[config.mk]
export PLATFORM = sky130hd
export DESIGN_NAME = block_address_sequencer
export DESIGN_NICKNAME = d
export VERILOG_FILES = /design/src/rtl/block_address_sequencer.sv
export SDC_FILE = /design/constraint.sdc
export NUM_CORES = 1
export LEC_CHECK = 0
export ABC_CLOCK_PERIOD_IN_PS = 15400
export CORE_MARGIN = 10
export CORE_UTILIZATION = 62
export CTS_CLUSTER_SIZE = 24
export DETAILED_ROUTE_END_ITERATION = 7
export DONT_BUFFER_PORTS = 1
export PLACE_DENSITY = 0.87
export REMOVE_ABC_BUFFERS = 1
export SYNTH_ARGS = -nofsm -noshare
export SYNTH_HDL_FRONTEND = slang
export SYNTH_SLANG_ARGS = --single-unit
export TNS_END_PERCENT = 5
[constraint.sdc]
create_clock -name clock -period 15.4 [get_ports clock]
set_input_delay 1.54 -clock clock [delete_from_list [all_inputs] [get_ports clock]]
set_output_delay 1.54 -clock clock [all_outputs]
set_load 0.05 [all_outputs]
[src/rtl/block_address_sequencer.sv]
// Raster-of-blocks SRAM address generator for one image plane, with valid/ready
// back-pressure and block/frame completion flags.
module block_address_sequencer #(
  parameter int ADDR_W   = 18,
  parameter int BLK_LOG2 = 3,
  parameter int IDX_W    = 6
) (
  input  logic                  clock,
  input  logic                  reset,
  input  logic                  start,
  input  logic [ADDR_W-1:0]     base_address,
  input  logic [ADDR_W-1:0]     row_stride,
  input  logic [IDX_W-1:0]      blocks_per_row,
  input  logic [IDX_W-1:0]      blocks_per_col,
  input  logic                  ready,
  output logic                  valid,
  output logic [ADDR_W-1:0]     address,
  output logic [2*BLK_LOG2-1:0] sample_idx,
  output logic [IDX_W-1:0]      blk_row,
  output logic [IDX_W-1:0]      blk_col,
  output logic                  block_last,
  output logic                  frame_last,
  output logic                  busy
);

  localparam logic [0:0] IDLE = 1'b0;
  localparam logic [0:0] RUN  = 1'b1;

  localparam int                  B       = 1 << BLK_LOG2;
  localparam logic [BLK_LOG2-1:0] IN_MAX  = '1;
  localparam logic [BLK_LOG2-1:0] IN_ONE  = BLK_LOG2'(1);
  localparam logic [IDX_W-1:0]    IDX_ONE = IDX_W'(1);
  localparam logic [ADDR_W-1:0]   B_ADDR  = ADDR_W'(B);

  logic [0:0]          state_q, state_d;
  logic [BLK_LOG2-1:0] col_q, col_d, row_q, row_d;
  logic [IDX_W-1:0]    blkCol_q, blkCol_d, blkRow_q, blkRow_d;
  logic [IDX_W-1:0]    bpr_q, bpr_d, bpc_q, bpc_d;
  logic [ADDR_W-1:0]   stride_q, stride_d, strideBlk_q, strideBlk_d;
  logic [ADDR_W-1:0]   blkRowBase_q, blkRowBase_d, rowBase_q, rowBase_d;
  logic [ADDR_W-1:0]   colOff_q, colOff_d, addr_q, addr_d;

  logic lastCol, lastRow, lastBlkCol, lastBlkRow;

  assign lastCol    = (col_q == IN_MAX);
  assign lastRow    = (row_q == IN_MAX);
  assign lastBlkCol = (blkCol_q == bpr_q - IDX_ONE);
  assign lastBlkRow = (blkRow_q == bpc_q - IDX_ONE);

  // rowBase tracks the address of column 0 of the current sample row, blkRowBase
  // the first row of the current block row, so each carry is a single add.
  always_comb begin
    state_d      = state_q;
    col_d        = col_q;
    row_d        = row_q;
    blkCol_d     = blkCol_q;
    blkRow_d     = blkRow_q;
    bpr_d        = bpr_q;
    bpc_d        = bpc_q;
    stride_d     = stride_q;
    strideBlk_d  = strideBlk_q;
    blkRowBase_d = blkRowBase_q;
    rowBase_d    = rowBase_q;
    colOff_d     = colOff_q;
    case (state_q)
      IDLE: begin
        if (start && (blocks_per_row != '0) && (blocks_per_col != '0)) begin
          state_d      = RUN;
          bpr_d        = blocks_per_row;
          bpc_d        = blocks_per_col;
          stride_d     = row_stride;
          strideBlk_d  = row_stride << BLK_LOG2;
          blkRowBase_d = base_address;
          rowBase_d    = base_address;
          colOff_d     = '0;
          col_d        = '0;
          row_d        = '0;
          blkCol_d     = '0;
          blkRow_d     = '0;
        end
      end
      default: begin
        if (ready) begin
          if (!lastCol) begin
            col_d = col_q + IN_ONE;
          end else begin
            col_d = '0;
            if (!lastRow) begin
              row_d     = row_q + IN_ONE;
              rowBase_d = rowBase_q + stride_q;
            end else begin
              row_d = '0;
              if (!lastBlkCol) begin
                blkCol_d  = blkCol_q + IDX_ONE;
                colOff_d  = colOff_q + B_ADDR;
                rowBase_d = blkRowBase_q;
              end else begin
                blkCol_d = '0;
                colOff_d = '0;
                if (!lastBlkRow) begin
                  blkRow_d     = blkRow_q + IDX_ONE;
                  blkRowBase_d = blkRowBase_q + strideBlk_q;
                  rowBase_d    = blkRowBase_q + strideBlk_q;
                end else begin
                  state_d      = IDLE;
                  blkRow_d     = '0;
                  blkRowBase_d = '0;
                  rowBase_d    = '0;
                end
              end
            end
          end
        end
      end
    endcase
    addr_d = rowBase_d + colOff_d + ADDR_W'(col_d);
  end

  always_ff @(posedge clock or posedge reset) begin
    if (reset) begin
      state_q      <= IDLE;
      col_q        <= '0;
      row_q        <= '0;
      blkCol_q     <= '0;
      blkRow_q     <= '0;
      bpr_q        <= '0;
      bpc_q        <= '0;
      stride_q     <= '0;
      strideBlk_q  <= '0;
      blkRowBase_q <= '0;
      rowBase_q    <= '0;
      colOff_q     <= '0;
      addr_q       <= '0;
    end else begin
      state_q      <= state_d;
      col_q        <= col_d;
      row_q        <= row_d;
      blkCol_q     <= blkCol_d;
      blkRow_q     <= blkRow_d;
      bpr_q        <= bpr_d;
      bpc_q        <= bpc_d;
      stride_q     <= stride_d;
      strideBlk_q  <= strideBlk_d;
      blkRowBase_q <= blkRowBase_d;
      rowBase_q    <= rowBase_d;
      colOff_q     <= colOff_d;
      addr_q       <= addr_d;
    end
  end

  assign valid      = (state_q == RUN);
  assign busy       = (state_q == RUN);
  assign address    = addr_q;
  assign sample_idx = {row_q, col_q};
  assign blk_row    = blkRow_q;
  assign blk_col    = blkCol_q;
  assign block_last = valid & lastCol & lastRow;
  assign frame_last = block_last & lastBlkCol & lastBlkRow;

endmodule
==> results.md <==
* Post-Route WL at 22,490 um
* Cts repair resizes at 0
* Clock-pin transition on the worst setup and hold timing paths at approximately 0.060 ns
* Commonest cells after routing, fill and taps aside: 120 x dfrtp_1, 116 x nand2_1, 75 x o21ai_0, 70 x ha_1, 54 x nor2_1
* Minimum clock period at ~6.9 ns
* Fin crit share at between 40 and 50%
* Worst slew pin tran at 0.9545 ns
* Core Area at between 0.01 and 0.015 sq mm
* Placer Congestion at 0.9102
* ANT nets after route at 0
* Most common flop cell mapped by yosys: dfrtp_1
* Diodes inserted at 0
* Clock Latency Late Sink at roughly 0.44 ns
* Chip width at roughly 140 um
* Register area share after synthesis at ~36%
* Crit path kind: flip-flop to flip-flop
* Remaining Overflow, GRT at 0
* Number of global-route vias before repair at between 7,000 and 8,000
* WL per Instance at slightly above 20 um
* Layout area overhead at 9.842%
* Post-CTS setup buffer count at 0
* Initial antenna violation count at 0
* Total Neg Setup Slack at 0 ns
* Netlist Area Pre-Place at about 0.0083 sq mm
* CP top delay family: simple AND/OR/NAND/NOR gates
* Final setup vio count at 0
* Leakage at around 4.2 nW
* PortBufs at 0
* Vias per cell at 6.582
* Dpl cell area at between 0.008 and 0.009 sq mm
* CP dominant cell by count: ha_1
* Cells after Synth at approximately 900
* Fillers at around 940
* Syn_area_per_cell at between 9 and 10 sq um
* GR Util All Layers at approximately a quarter
* Fin. max-slew vios at 0
* Slew Limit Headroom at a little over a third
* Die Height at about 140 um
* Num CTS Buffers at 17
* Yosys warns at 0
* Commonest non-fill, non-tap cell in the layout: dfrtp_1
* TritonCTS clock tree: done
* Worst hold path class: flip-flop to flip-flop
* WHS at ~0.5 ns
* Max clock buf depth at 2
* Post-synth EDFFs at 0
* Proportion of layout cells with a drive suffix above 1 at 9.021%
* Post-CTS Hold Buffers at 0
* Outcome: finished clean
* Hold Fails Final Rpt at 0
* Initial Util at between 60% and 70%
* FF+latch count, synth at roughly 120
* Initial DRT Pass Iterations at 7
* Hpwl dp at between 15,000 and 20,000 um
* Via count at a little over 7,000
* Count of cell types in the netlist at 75
* Worst EP required at ~16 ns
* DRC viols at 0
* NumNets Final at ~1,000
* Max-Cap Viols at 0
* FP Rows at 42
* Slowest-stage cell, CP: nor2_1
* Achievable Freq at around 150 MHz
* Largest net degree at the start of global routing at 76
* Initial DRC Count at 736
* Data arrival, critical path at ~7.3 ns
* Top-Level Pins at 92
* First-pass GRT wire length at 36,300 um
* FFs w/ async S/R, synth at 100.0%
* Clock skew at a little over 0.009 ns
* CP Cell Sequence: ha_1 -> ha_1 -> inv_1 -> nor2_1 -> nand2_1 -> o21ai_1 -> nand2_1 -> and2_1 -> fa_1 -> ha_1 -> inv_1 -> fa_1 -> nor2b_1 -> o31a_1 -> or4_1 -> nand4_1 -> a31oi_1 -> a31oi_1 -> o21ai_0 -> xnor2_1 -> xnor2_1
* Final non-filler cell area at between 0.009 and 0.01 sq mm
* H-tree levels at 4
* VDD IR max at around 0.13 mV
* Critical path endpoint category: flip-flop
* Die ar. at 0.01842 sq mm
* CP peak stage delay at around 0.76 ns
* Pwr Density at roughly 170 mW/mm^2
* Crit path launch type: flip-flop
* WP buf/inv at 2
* CTS Root Cell: clkbuf_16
* Critical path peak fanout at 18
* Unrepaired setup endpoints after global routing: false
* Total clock sinks at 121
per-stage QoR:
stage | instances | setup slack, ns | utilization [%] | power, mW
detailed placement | 1053 | 8.813 | 63.96 | 1.093
floorplan | 869 | 7.545 | - | 0.9617
CTS | 1085 | 8.683 | 69.13 | 1.573
finish | 1085 | 8.506 | 69.13 | 1.579
global route | 1085 | 8.223 | 69.13 | 1.665
global placement | 1053 | 9.133 | 63.96 | 1.074
per-layer routing:
layer | up-vias | track usage, % | part of all wire [%]
li1 | 3281 | - | -
met1 | 3428 | 28.74 | 39
met2 | 361 | 41.04 | 49
met3 | 72 | 6.899 | 8.8
met4 | 0 | 12.02 | 3.8
met5 | - | 0 | 0
kinds of logic (layout without fill, tap and decap cells):
logic type,Yosys count,in the layout,share of synthesized area (%)
mux,44,44,5.712
buf+inv,73,77,3.632
simple gates,289,289,16.35
fa+ha+maj,76,76,12.00
compound gates,241,241,19.40
flops,121,121,36.47
xor+xnor,61,61,6.436
report_power, final:
group          leakage [nW]  total (mW)  internal [mW]  switching (mW)
clock                 0.325       0.466          0.309           0.156
combinational          2.33       0.552          0.238           0.313
sequential             1.52       0.562          0.388           0.174
cell usage after synthesis (all sizes together), types with 7 or more instances:
master  count  area (sq um)
dfrtp     121          3028
nand2     117         441.7
o21ai      81         405.4
ha         70         875.8
nor2       56         217.7
xnor2      44         385.4
a21oi      40         204.0
inv        37         138.9
mux2       27         304.0
clkbuf     24         90.09
nand3      24         125.1
nor3       21         110.1
mux2i      17         170.2
xor2       17         148.9
and3       16         100.1
a211oi     14         105.1
and2       14         87.58
buf        12         72.56
o31ai      12         103.9
o21a       10         75.07
a21o        9         67.56
a22o        9         78.83
a31oi       8         50.05
nand4       7         43.79
nor2b       7         43.79
flip-flops by register name (all words and copies together), names as in the netlist, 18 cells and up:
| signal | count |
|---|---|
| colOff_q | 18 |
| stride_q | 18 |
| address | 18 |
| rowBase_q | 18 |
| blkRowBase_q | 18 |
area by class of cell:
cell class	count	area [sq um]	area share (%)
clock buffers	19	442.9	4.857
clock inverters	13	239.0	2.621
inverters	37	141.4	1.550
multi-input cells	711	4984	54.65
flip-flops and latches	121	3032	33.25
well taps	176	220.2	2.415
repair buffers	8	60.06	0.6586
worst paths after layout:
path | start | cells past startpoint | end | slack [ns]
hold reg to reg | colOff_q[2] | 2 | colOff_q[2] | 0.50
setup reg to reg | row_q[0] | 21 | address[17] | 8.51
min in group asynchronous | reset | 1 | blk_row[2] | 1.05
max in group asynchronous | reset | 2 | busy | 12.88
setup / recovery | row_q[0] | 21 | address[17] | 8.51
hold / removal | colOff_q[2] | 2 | colOff_q[2] | 0.50
worst register-to-register path, stage by stage (launching register included):
cell and delay, ns:
dfrtp_1 0.69, ha_1 0.27, ha_1 0.67, inv_1 0.34, nor2_1 0.76, nand2_1 0.21
o21ai_1 0.38, nand2_1 0.42, and2_1 0.33, fa_1 0.40, ha_1 0.21, inv_1 0.07
fa_1 0.20, nor2b_1 0.08, o31a_1 0.28, or4_1 0.43, nand4_1 0.14, a31oi_1 0.16
a31oi_1 0.28, o21ai_0 0.16, xnor2_1 0.21, xnor2_1 0.14
No activity file was read; power rests on OpenSTA's default activity.
